==> config.mk <==
export PLATFORM = sky130hd
export DESIGN_NAME = slc3_ctrl_fsm
export DESIGN_NICKNAME = d
export VERILOG_FILES = /design/src/rtl/slc3_pkg.sv /design/src/rtl/slc3_wait_ctr.sv /design/src/rtl/slc3_ctrl_fsm.sv
export SDC_FILE = /design/constraint.sdc
export NUM_CORES = 1
export LEC_CHECK = 0
export CAP_MARGIN = 20
export CORE_ASPECT_RATIO = 0.5
export CORE_MARGIN = 1
export CORE_UTILIZATION = 53
export CTS_BUF_LIST = sky130_fd_sc_hd__clkbuf_4
export DETAILED_ROUTE_END_ITERATION = 12
export PLACE_DENSITY_LB_ADDON = 0.05
export SYNTH_ARGS = -nofsm -noshare
export SYNTH_HDL_FRONTEND = slang
export SYNTH_HIERARCHICAL = 1
export SYNTH_SLANG_ARGS = --single-unit
==> constraint.sdc <==
create_clock -name Clk -period 4.3 [get_ports Clk]
set_clock_uncertainty 0.2 [all_clocks]
set_input_delay 1.29 -clock Clk [delete_from_list [all_inputs] [get_ports Clk]]
set_output_delay 1.29 -clock Clk [all_outputs]
set_load 0.02 [all_outputs]
==> src/rtl/slc3_pkg.sv <==
// Shared opcode constants, controller state encoding and mux-select codes for
// the SLC-3 sequencer.
package slc3_pkg;

  localparam logic [3:0] op_BR  = 4'b0000;
  localparam logic [3:0] op_ADD = 4'b0001;
  localparam logic [3:0] op_LD  = 4'b0010;
  localparam logic [3:0] op_ST  = 4'b0011;
  localparam logic [3:0] op_JSR = 4'b0100;
  localparam logic [3:0] op_AND = 4'b0101;
  localparam logic [3:0] op_LDR = 4'b0110;
  localparam logic [3:0] op_STR = 4'b0111;
  localparam logic [3:0] op_NOT = 4'b1001;
  localparam logic [3:0] op_JMP = 4'b1100;
  localparam logic [3:0] op_PSE = 4'b1101;
  localparam logic [3:0] op_LEA = 4'b1110;

  typedef enum logic [4:0] {
    S_HALTED, S_FETCH, S_MEM_RD, S_MEM_WR, S_DECODE_IR, S_DECODE,
    S_ADD, S_AND, S_NOT, S_BR, S_BR_TAKEN, S_JMP, S_JSR1, S_JSR2, S_LEA,
    S_LD_ADDR, S_LDR_ADDR, S_ST_ADDR, S_STR_ADDR, S_ST_DATA, S_LOAD_WB,
    S_PAUSE1, S_PAUSE2
  } state_t;

  localparam logic [1:0] PCMUX_BUS  = 2'b00;
  localparam logic [1:0] PCMUX_ADDR = 2'b01;
  localparam logic [1:0] PCMUX_PC1  = 2'b10;

  localparam logic [1:0] ADDR2_OFF11 = 2'b00;
  localparam logic [1:0] ADDR2_OFF9  = 2'b01;
  localparam logic [1:0] ADDR2_OFF6  = 2'b10;
  localparam logic [1:0] ADDR2_ZERO  = 2'b11;

  localparam logic [1:0] ALUK_ADD   = 2'b00;
  localparam logic [1:0] ALUK_AND   = 2'b01;
  localparam logic [1:0] ALUK_NOT   = 2'b10;
  localparam logic [1:0] ALUK_PASSA = 2'b11;

endpackage

==> src/rtl/slc3_wait_ctr.sv <==
// Loadable down-counter with zero flag; paces the SRAM read/write states.
module slc3_wait_ctr
  import slc3_pkg::*;
#(
  parameter int WCNT_W = 4
) (
  input  logic              Clk,
  input  logic              Reset,
  input  logic              load_i,
  input  logic              dec_i,
  input  logic [WCNT_W-1:0] val_i,
  output logic              zero_o
);

  logic [WCNT_W-1:0] cnt_q, cnt_d;

  always_comb begin
    cnt_d = cnt_q;
    if (load_i)
      cnt_d = val_i;
    else if (dec_i && (cnt_q != '0))
      cnt_d = cnt_q - WCNT_W'(1);
  end

  always_ff @(posedge Clk) begin
    if (Reset) cnt_q <= '0;
    else       cnt_q <= cnt_d;
  end

  assign zero_o = (cnt_q == '0);

endmodule

==> src/rtl/slc3_ctrl_fsm.sv <==
// SLC-3 fetch/decode/execute sequencer with counter-paced SRAM access.
// Optional pause instruction (opcode 1101) enabled by defining SLC3_PAUSE_EN.
module slc3_ctrl_fsm
  import slc3_pkg::*;
#(
  parameter int MEM_WAIT = 2,
  parameter int WCNT_W   = 4
) (
  input  logic       Clk,
  input  logic       Reset,
  input  logic       Run,
  input  logic       Continue,
  input  logic [3:0] Opcode,
  input  logic       IR_5,
  input  logic       IR_11,
  input  logic       BEN,
  output logic       LD_MAR, LD_MDR, LD_IR, LD_BEN, LD_CC, LD_REG, LD_PC, LD_LED,
  output logic       GatePC, GateMDR, GateALU, GateMARMUX,
  output logic [1:0] PCMUX,
  output logic       DRMUX, SR1MUX, SR2MUX, ADDR1MUX,
  output logic [1:0] ADDR2MUX,
  output logic [1:0] ALUK,
  output logic       Mem_CE, Mem_UB, Mem_LB,
  output logic       Mem_OE, Mem_WE,
  output logic       Instr_done
);

  localparam logic [WCNT_W-1:0] WAIT_LD = WCNT_W'(MEM_WAIT - 1);

  state_t state_q, state_d;
  logic   ret_q, ret_d;   // 0: read feeds DECODE_IR, 1: read feeds LOAD_WB
  logic   ctr_load, ctr_dec, ctr_zero;

`ifndef SLC3_PAUSE_EN
  logic unused_continue;
  assign unused_continue = Continue;
`endif

  assign Mem_CE = 1'b0;
  assign Mem_UB = 1'b0;
  assign Mem_LB = 1'b0;

  slc3_wait_ctr #(.WCNT_W(WCNT_W)) u_wait (
    .Clk    (Clk),
    .Reset  (Reset),
    .load_i (ctr_load),
    .dec_i  (ctr_dec),
    .val_i  (WAIT_LD),
    .zero_o (ctr_zero)
  );

  always_ff @(posedge Clk) begin
    if (Reset) begin
      state_q <= S_HALTED;
      ret_q   <= 1'b0;
    end else begin
      state_q <= state_d;
      ret_q   <= ret_d;
    end
  end

  always_comb begin
    state_d  = state_q;
    ret_d    = ret_q;
    ctr_load = 1'b0;
    ctr_dec  = 1'b0;
    {LD_MAR, LD_MDR, LD_IR, LD_BEN, LD_CC, LD_REG, LD_PC, LD_LED} = '0;
    {GatePC, GateMDR, GateALU, GateMARMUX} = '0;
    PCMUX = PCMUX_BUS;
    {DRMUX, SR1MUX, SR2MUX, ADDR1MUX} = '0;
    ADDR2MUX   = ADDR2_OFF11;
    ALUK       = ALUK_ADD;
    Mem_OE     = 1'b1;
    Mem_WE     = 1'b1;
    Instr_done = 1'b0;

    case (state_q)
      S_HALTED: if (Run) state_d = S_FETCH;
      S_FETCH: begin
        GatePC = 1'b1; LD_MAR = 1'b1; LD_PC = 1'b1; PCMUX = PCMUX_PC1;
        ret_d = 1'b0; ctr_load = 1'b1; state_d = S_MEM_RD;
      end
      S_MEM_RD: begin
        Mem_OE = 1'b0; ctr_dec = 1'b1;
        if (ctr_zero) begin
          LD_MDR  = 1'b1;
          state_d = ret_q ? S_LOAD_WB : S_DECODE_IR;
        end
      end
      S_MEM_WR: begin
        Mem_WE = 1'b0; ctr_dec = 1'b1;
        if (ctr_zero) begin
          Instr_done = 1'b1;
          state_d    = S_FETCH;
        end
      end
      S_DECODE_IR: begin
        GateMDR = 1'b1; LD_IR = 1'b1; state_d = S_DECODE;
      end
      S_DECODE: begin
        LD_BEN = 1'b1;
        case (Opcode)
          op_ADD: state_d = S_ADD;
          op_AND: state_d = S_AND;
          op_NOT: state_d = S_NOT;
          op_BR:  state_d = S_BR;
          op_JMP: state_d = S_JMP;
          op_JSR: state_d = S_JSR1;
          op_LEA: state_d = S_LEA;
          op_LD:  state_d = S_LD_ADDR;
          op_LDR: state_d = S_LDR_ADDR;
          op_ST:  state_d = S_ST_ADDR;
          op_STR: state_d = S_STR_ADDR;
`ifdef SLC3_PAUSE_EN
          op_PSE: state_d = S_PAUSE1;
`endif
          default: begin
            Instr_done = 1'b1;
            state_d    = S_FETCH;
          end
        endcase
      end
      S_ADD, S_AND, S_NOT: begin
        SR1MUX = 1'b1; DRMUX = 1'b1; GateALU = 1'b1; LD_REG = 1'b1; LD_CC = 1'b1;
        SR2MUX = ~IR_5;
        if (state_q == S_AND)      ALUK = ALUK_AND;
        else if (state_q == S_NOT) ALUK = ALUK_NOT;
        Instr_done = 1'b1; state_d = S_FETCH;
      end
      S_BR: begin
        if (BEN) state_d = S_BR_TAKEN;
        else begin
          Instr_done = 1'b1; state_d = S_FETCH;
        end
      end
      S_BR_TAKEN: begin
        ADDR1MUX = 1'b1; ADDR2MUX = ADDR2_OFF9; PCMUX = PCMUX_ADDR; LD_PC = 1'b1;
        Instr_done = 1'b1; state_d = S_FETCH;
      end
      S_JMP: begin
        SR1MUX = 1'b1; ADDR2MUX = ADDR2_ZERO; PCMUX = PCMUX_ADDR; LD_PC = 1'b1;
        Instr_done = 1'b1; state_d = S_FETCH;
      end
      S_JSR1: begin
        GatePC = 1'b1; LD_REG = 1'b1; state_d = S_JSR2;
      end
      S_JSR2: begin
        if (IR_11) begin
          ADDR1MUX = 1'b1; ADDR2MUX = ADDR2_OFF11;
        end else begin
          SR1MUX = 1'b1; ADDR2MUX = ADDR2_ZERO;
        end
        PCMUX = PCMUX_ADDR; LD_PC = 1'b1;
        Instr_done = 1'b1; state_d = S_FETCH;
      end
      S_LEA: begin
        ADDR1MUX = 1'b1; ADDR2MUX = ADDR2_OFF9; GateMARMUX = 1'b1;
        DRMUX = 1'b1; LD_REG = 1'b1; LD_CC = 1'b1;
        Instr_done = 1'b1; state_d = S_FETCH;
      end
      S_LD_ADDR, S_ST_ADDR: begin
        GateMARMUX = 1'b1; LD_MAR = 1'b1; ADDR1MUX = 1'b1; ADDR2MUX = ADDR2_OFF9;
        if (state_q == S_LD_ADDR) begin
          ret_d = 1'b1; ctr_load = 1'b1; state_d = S_MEM_RD;
        end else state_d = S_ST_DATA;
      end
      S_LDR_ADDR, S_STR_ADDR: begin
        GateMARMUX = 1'b1; LD_MAR = 1'b1; SR1MUX = 1'b1; ADDR2MUX = ADDR2_OFF6;
        if (state_q == S_LDR_ADDR) begin
          ret_d = 1'b1; ctr_load = 1'b1; state_d = S_MEM_RD;
        end else state_d = S_ST_DATA;
      end
      S_ST_DATA: begin
        ALUK = ALUK_PASSA; GateALU = 1'b1; LD_MDR = 1'b1;
        ctr_load = 1'b1; state_d = S_MEM_WR;
      end
      S_LOAD_WB: begin
        GateMDR = 1'b1; DRMUX = 1'b1; LD_REG = 1'b1; LD_CC = 1'b1;
        Instr_done = 1'b1; state_d = S_FETCH;
      end
`ifdef SLC3_PAUSE_EN
      S_PAUSE1: begin
        LD_LED = 1'b1;
        if (Continue) state_d = S_PAUSE2;
      end
      S_PAUSE2: begin
        if (!Continue) begin
          Instr_done = 1'b1; state_d = S_FETCH;
        end
      end
`endif
      default: state_d = S_HALTED;
    endcase
  end

endmodule

# ---- After elaboration in Yosys (flattened, before gate mapping)
# Cells that the tools add are included.
dict set report word_totals {
  input_bits 11
  out_inout_bits 28
  register_bits 10
}
dict set report op_classes {
  bitwise_logic 1
  add_sub_neg 1
  n_eq_ne 35
  mux 46
  reduce_logical 28
}
# op n
set op_table {}
lappend op_table {{$pmux W5 S12} 1}
lappend op_table {{$pmux W5 S11} 1}
lappend op_table {{$eq A5 B4 Y1 const B} 8}
lappend op_table {{$mux W5} 6}
lappend op_table {{$eq A5 B5 Y1 const B} 5}
lappend op_table {{$mux W1} 25}
lappend op_table {{$eq A5 B3 Y1 const B} 4}
lappend op_table {{$eq A4 B3 Y1 const B} 4}
lappend op_table {{$reduce_or A5 Y1} 3}
lappend op_table {{$reduce_or A2 Y1} 7}
lappend op_table {{$eq A4 B4 Y1 const B} 3}
lappend op_table {{$reduce_or A4 Y1} 3}
lappend op_table {{$reduce_or A6 Y1} 2}
lappend op_table {{$reduce_or A11 Y1} 1}
lappend op_table {{$eq A5 B2 Y1 const B} 2}
lappend op_table {{$ne A2 B2 Y1 const B} 5}
lappend op_table {{$eq A4 B2 Y1 const B} 2}
lappend op_table {{$logic_not A4 Y1} 2}
lappend op_table {{$pmux W2 S2} 2}
lappend op_table {{$pmux W2 S4} 1}
lappend op_table {{$reduce_or A8 Y1} 1}
lappend op_table {{$mux W2} 3}
lappend op_table {{$pmux W1 S2} 3}
lappend op_table {{$pmux W1 S3} 2}
lappend op_table {{13 further kinds} 15}

# ---- Depth between registers and ports, before layout
# Gate-level depths: netlist of the first run.
dict set report depth {
  word_depth 6
  depth_mapped 8
  depth_no_buf 8
}

# ---- By module
# The synthesis of the first run kept the hierarchy.
# module cells_per_inst seq_area_each_um2 area_each_um2 instances
set by_module_without_submodules {}
lappend by_module_without_submodules {slc3_ctrl_fsm 172 120.1 1114.8 1}
lappend by_module_without_submodules {slc3_wait_ctr 29 80.1 262.8 1}

# ---- Least setup slack after synthesis of the first run
# OpenSTA, ideal clock, no wires.
dict set report synth_timing {
  path_kind {in2out}
  from {input port IR_11}
  to {output port ADDR2MUX[1]}
  setup_slack_ns 0.786
  path_stages 3
  arrival_time_ns 2.024
  n_path_buf 0
  cell_sequence {o21ai_0 > nand2_1 > o21ai_0}
}
dict set report synth_between {
  elab_chain_len 2
}
# element line_no
set synth_lines {}
lappend synth_lines {{from (decl)} slc3_ctrl_fsm.sv:15} ;# input logic IR_11,
lappend synth_lines {{$mux W2} slc3_ctrl_fsm.sv:148} ;# if (IR_11) begin
lappend synth_lines {{$pmux W2 S4} slc3_ctrl_fsm.sv:77} ;# case (state_q)
lappend synth_lines {{to (decl)} slc3_ctrl_fsm.sv:21} ;# output logic [1:0] ADDR2MUX,
# No other way between the ends.

# ---- Worst setup path after layout of the first run
dict set report layout_timing {
  from {input port IR_11}
  to {output port SR1MUX}
}
dict set report layout_between {
  elab_chain_len 2
}
# element line_no
set layout_lines {}
lappend layout_lines {{$mux W1} slc3_ctrl_fsm.sv:148}
lappend layout_lines {{$pmux W1 S2} slc3_ctrl_fsm.sv:77}
lappend layout_lines {{to (decl)} slc3_ctrl_fsm.sv:20} ;# output logic DRMUX, SR1MUX, SR2MUX, ADDR1MUX,
# No other way between the ends.

==> results.cfg, run 1 <==
[worst_setup_path]
cp-start-kind = input port
crit_chain = clkdlybuf4s50_1 -> o21ai_1 -> a21o_1 -> a21oi_1 -> o21ai_1 -> dlygate4sd2_1
required_ns = 2.81
critical_path_class = input port to output port
crit_family = buffers and inverters
cp_num_buf_inv = 2
end_kind = output port
crit_cells = 6
r2r_cells = 6
slowest_stage = clkdlybuf4s50_1
crit_path_max_incr_delay_ns = 0.44
worstPathArrival_ns = 2.62
cpMostUsedCell = o21ai_1
timing.critical_path.fanout_max = 2

[global_route]
grt_max_degree = 34
grt_pass1_wl_um = 5906
grtUsageTotal = 0.2834
gr-total-overflow = 0
grt_pass1_vias = 1285
antenna_found_initial = 0

[power_and_ir_drop]
p_total_uw = 867.1
powerDensity_nw_per_um2 = 489.4
internal_power_uw = 414.5
clkPwrFrac = 0.079
power.share.sequential = 0.190
switchingPower_uw = 452.7
swShare = 0.5220
leakage_uw = 0.0006994
peakVddDrop_mv = 0.3109
combPwrFrac = 0.731

[synth]
ys_ff_latch = 10
synth_ff_type = dfxtp_1
synth_cells = 201
synth_edf_count = 0
yosys_warnings = 6
ys_seq_area_frac = 0.1453
async_flop_share = 0
postSynthAreaPerCell_um2 = 6.854
netlist_area_um2 = 1378
synth_cell_types = 61

[sta]
tightest_slew_ns = 0.6815
hold_slack_ns = 0.3357
worst_slew_margin_rel = 0.5450
rsz0062_at_grt = no
final-max-slew-violation-count = 0
fin_crit_sh = 0.9549
fin_tns_setup_ns = 0
setup_viol = 0
period_minus_slack_ns = 4.106
fmax_mhz = 243.5
hold_viol_final = 0

[cells_and_area]
final_cell_mix = clkdlybuf4s50_1, nor2_1, a21oi_1
area_growth_pct = 28.61
drive_gt1_frac = 0.1271
finish.net_count = 249
final_cells = 271
n_antenna_cell = 0
fin_util = 0.7613
layout.cells.most_common = clkdlybuf4s50_1

[clock_network]
cts_tree = built
clockRootBuffer = clkbuf_4
path_clk_slew_ns = 0.06
clk_latency_ns = 0.28
cts_buffers = 3
clock_sinks = 10
clk_path_buf_depth = 2
htreeDepth = 1
cts_hold_buf = 0

[drt]
drt_iter0_drc = 140
via_count = 1537
drt-total-wl_um = 3609
drcViolationCount = 0
ant_nets = 0
drt-pass1-iter-count = 4
wl_per_cell_um = 13.32
via_per_inst = 5.672

[die]
row_count = 12
start_util = 0.5919
die_h_um = 38.05
die_w_um = 74.10
dieArea_um2 = 2820
coreArea_um2 = 2327
ios = 39

[placed_design]
io_buffers = 33
hpwl_um = 2704
gp_congestion = 0.8534
place_inst = 267

[min_path]
hold_depth = 2
hold_path_class = flip-flop to flip-flop

[run]
maxCapViolCount = 0

[run_status]
status = complete, no violations
==> registers in the layout, indices dropped and copies added, names as in the netlist <==
signal	count
u_wait/cnt_q	4
state_q	5
ret_q	1
==> worst register-to-register path: cells and delay by family (launching register included) <==
kind / cells / cell delay (ns)
muxes: 1 / 0.10
DFF: 1 / 0.76
AOI/OAI and AO/OA: 2 / 0.77
and+or+nand+nor: 3 / 0.66
==> final timing paths <==
path / slack [ns] / from / to
worst max register to register: 1.71 / state_q[1] / u_wait/cnt_q[1]
worst min register to register: 0.34 / ret_q / ret_q
worst min-delay path: 0.34 / ret_q / ret_q
worst max-delay path: 0.19 / IR_11 / SR1MUX
==> repair_timing <==
action | in CTS | in global routing
resized for setup | 3 | 3
pin swaps | 0 | 0
buffers inserted | 0 | 0
endpoints found under the hold margin | 0 | 0
setup endpoints to repair | 3 | 3
==> routing by layer <==
metal | vias up | GRT usage | part of all wire
li1 | 787 | - | -
met1 | 677 | 0.3984 | 0.48
met2 | 65 | 0.4250 | 0.43
met3 | 8 | 0.04737 | 0.072
met4 | 0 | 0.1250 | 0.016
met5 | - | 0 | 0
==> kinds of logic (layout without fill, tap and decap cells) <==
family	after synthesis	in the layout	synth area share
simple gates	87	87	0.3497
flops	10	10	0.1453
buf+inv	29	58	0.1144
mux	4	4	0.02997
other cells	2	8	0.005452
fa+ha+maj	2	2	0.01635
xor+xnor	3	3	0.01908
compound gates	64	64	0.3197
==> power groups by stage <==
stage / logic, µW / clock network, µW / registers [µW]
2_1_floorplan: 476 / 0 / 146
3_3_place_gp: 613 / 0 / 164
3_5_place_dp: 626 / 0 / 165
4_1_cts: 629 / 72.4 / 163
5_1_grt: 692 / 75.4 / 169
6_report: 634 / 68.1 / 165
==> cell usage after synthesis (3+ instances only) <==
cell / instances / area share
mux2i_1: 3 / 0.022
o21ai_0: 13 / 0.047
nor2_1: 23 / 0.063
dfxtp_1: 10 / 0.15
nor3_1: 8 / 0.029
inv_1: 8 / 0.022
nand2b_1: 10 / 0.045
nor4_1: 3 / 0.014
o22ai_1: 4 / 0.018
nor2b_1: 5 / 0.023
a31oi_1: 4 / 0.018
nand3_1: 4 / 0.015
a21o_1: 3 / 0.016
nand3b_1: 3 / 0.016
buf_2: 9 / 0.033
buf_4: 8 / 0.044
nand2_1: 15 / 0.041
a21oi_1: 16 / 0.058
==> cell type report <==
type                            count  area (µm²)
Fill cell                         204       555.5
Clock buffer                        3       22.52
Timing Repair Buffer               45       425.4
Tap cell                           35       43.79
Clock inverter                      1       3.754
Inverter                            9       33.78
Multi-Input combinational cell    168        1042
Sequential cell                    10       200.2
==> through the flow <==
stage,instance area (µm²),setup WS (ns)
3_3_place_gp,1740,-0.1210
5_1_grt,1772,0.1519
2_1_floorplan,1400,0.7856
4_1_cts,1764,0.005301
6_report,1772,0.1939
3_5_place_dp,1740,-0.1438
(Power assumes the default switching activity.)
==> inputs of run 2 (changes only) <==
--- a/config.mk
+++ b/config.mk
@@ -5,10 +5,10 @@
 export SDC_FILE = /design/constraint.sdc
 export NUM_CORES = 1
 export LEC_CHECK = 0
+export ABC_AREA = 1
 export CAP_MARGIN = 20
-export CORE_ASPECT_RATIO = 0.5
 export CORE_MARGIN = 1
-export CORE_UTILIZATION = 53
+export CORE_UTILIZATION = 50
 export CTS_BUF_LIST = sky130_fd_sc_hd__clkbuf_4
 export DETAILED_ROUTE_END_ITERATION = 12
 export PLACE_DENSITY_LB_ADDON = 0.05
==> results.cfg, run 2 <==
[clock_network]
cts_buffers = 3
clk_latency_ns = 0.27
cts_tree = built
clockRootBuffer = clkbuf_4
htreeDepth = 1
clk_path_buf_depth = 2
clock_sinks = 10
path_clk_slew_ns = 0.07

[worst_setup_path]
cpMostUsedCell = o2111ai_1
cp-start-kind = input port
crit_chain = clkdlybuf4s50_1 -> inv_1 -> o21ai_1 -> o2111ai_1 -> o2111ai_1 -> buf_2
critical_path_class = input port to output port
worstPathArrival_ns = 2.66
crit_path_max_incr_delay_ns = 0.51
timing.critical_path.fanout_max = 5
end_kind = output port
slowest_stage = clkdlybuf4s50_1
required_ns = 2.81

[die]
die_h_um = 49.25
start_util = 0.5520
die_w_um = 49.25
row_count = 16
ios = 39
coreArea_um2 = 2022
dieArea_um2 = 2425

[drt]
drt-pass1-iter-count = 5
drt_iter0_drc = 31
via_count = 1400
ant_nets = 0
drt-total-wl_um = 3238
via_per_inst = 5.224
wl_per_cell_um = 12.08
drcViolationCount = 0

[synth]
synth_ff_type = dfxtp_1
async_flop_share = 0
yosysTopAreaCellShare = 0.1794
postSynthAreaPerCell_um2 = 5.694
ys_ff_latch = 10
synthTopCellsByArea = dfxtp_1, nand2_1, inv_1, nor2_1, nand3_1
yosys_warnings = 6
ys_seq_area_frac = 0.1794
post-synth-top-count-cell = nand2_1
netlist_area_um2 = 1116
synth_cell_types = 29
yosys-top-cells-count = nand2_1, inv_1, nor2_1, nand3_1, o21ai_0
synth_cells = 196
synth_edf_count = 0
synth_area_leader_cell = dfxtp_1

[sta]
fmax_mhz = 241.2
fin_crit_sh = 0.9640
setup_viol = 0
rsz0062_at_grt = no
period_minus_slack_ns = 4.145
worst_slack_ns = 0.1546
final-max-slew-violation-count = 0
hold_viol_final = 0

[placed_design]
hpwl_um = 2666
gp_congestion = 0.9306
io_buffers = 33
dp_worst_setup_slack_ns = -0.3625

[run_status]
status = complete, no violations

[cells_and_area]
nFillCells = 178
layout.cells.most_common = nand2_1
largest_reg_flops = 5
area_growth_pct = 38.23
finish.net_count = 255
drive_gt1_frac = 0.1618
n_antenna_cell = 0
multi_input_comb_area_um2 = 759.5
final_cell_mix = nand2_1, clkdlybuf4s50_1, inv_1
top_register = state_q
fin_util = 0.7630
top_regs = state_q (5), u_wait/cnt_q (4), ret_q (1)
regArea_um2 = 200.2

[run]
maxCapViolCount = 0

[global_route]
antenna_found_initial = 0
gr-total-overflow = 0
grtUsageTotal = 0.2902
grt_pass1_wl_um = 5457
grt_max_degree = 9
grt_pass1_vias = 1307

[power_and_ir_drop]
leakage_uw = 0.0008177
powerDensity_nw_per_um2 = 420.2
peakVddDrop_mv = 0.3663
p_total_uw = 648.3

[min_path]
hold_path_class = flip-flop to flip-flop
==> run 2: cell count changes after synthesis, moves of 5 or more <==
cell      delta
a21oi_1     -11
buf_2        -9
inv_1       +23
nand2_1     +26
nand2_2      +5
nand2b_1    -10
nand3_1     +17
nor2_1       +6
nor2b_1      -5
nor3_1       -7
==> run 2: path summary, 6_finish.rpt <==
path / start / endpoint / slack, ns / depth (start not counted)
setup / recovery: Opcode[3] / Instr_done / 0.15 / 6
hold / removal: ret_q / ret_q / 0.28 / 2
setup reg to reg: state_q[0] / u_wait/cnt_q[3] / 2.18 / 10
hold reg to reg: ret_q / ret_q / 0.28 / 2
==> run 2: timing repair <==
item                                    CTS  global route
endpoints found under the setup margin    1             1
resized for setup                         4             1
hold buffers                              0             0
buffers inserted                          0             0
==> run 2: area by class of cell <==
type,instances,area share
Inverter,37,0.09165
Multi-Input combinational cell,150,0.4923
Clock buffer,3,0.01460
Sequential cell,10,0.1298
Tap cell,27,0.02190
Timing Repair Buffer,41,0.2498
==> run 2: worst max-delay path: cells and delay by family <==
family	cells	cell delay [ns]
buffers and inverters	3	0.81
AO/OA/AOI/OAI	3	0.56
==> run 2: cells by family after synthesis <==
group	after synthesis	synth area share
xor+xnor	1	0.007849
fa+ha+maj	1	0.01121
flops	10	0.1794
buf+inv	42	0.1603
compound gates	27	0.1502
other cells	2	0.006729
simple gates	113	0.4843
==> run 2: stage by stage <==
step | area [µm²] | TNS (ns) | hold slack, ns | instances
floorplan | 1139 | 0 | 0.2355 | 202
detailed placement | 1525 | -0.3625 | 0.2780 | 265
global placement | 1525 | -0.2352 | 0.2687 | 265
finish | 1543 | 0 | 0.2804 | 268
global route | 1543 | 0 | 0.3030 | 268
CTS | 1549 | 0 | 0.2884 | 268
==> run 2: per-layer routing <==
metal	vias to the layer above	wire length [µm]	global-route usage
met1	613	1227	0.3045
met4	0	94	0.1373
met5	-	0	0
li1	708	-	-
met3	12	210	0.03738
met2	67	1704	0.5571
==> run 2: where the power goes <==
part	switching [µW]	internal, µW	leakage [µW]
Clock	33.2	32.4	0.0000138
Sequential	28.9	116	0.0000817
Combinational	272	166	0.000722
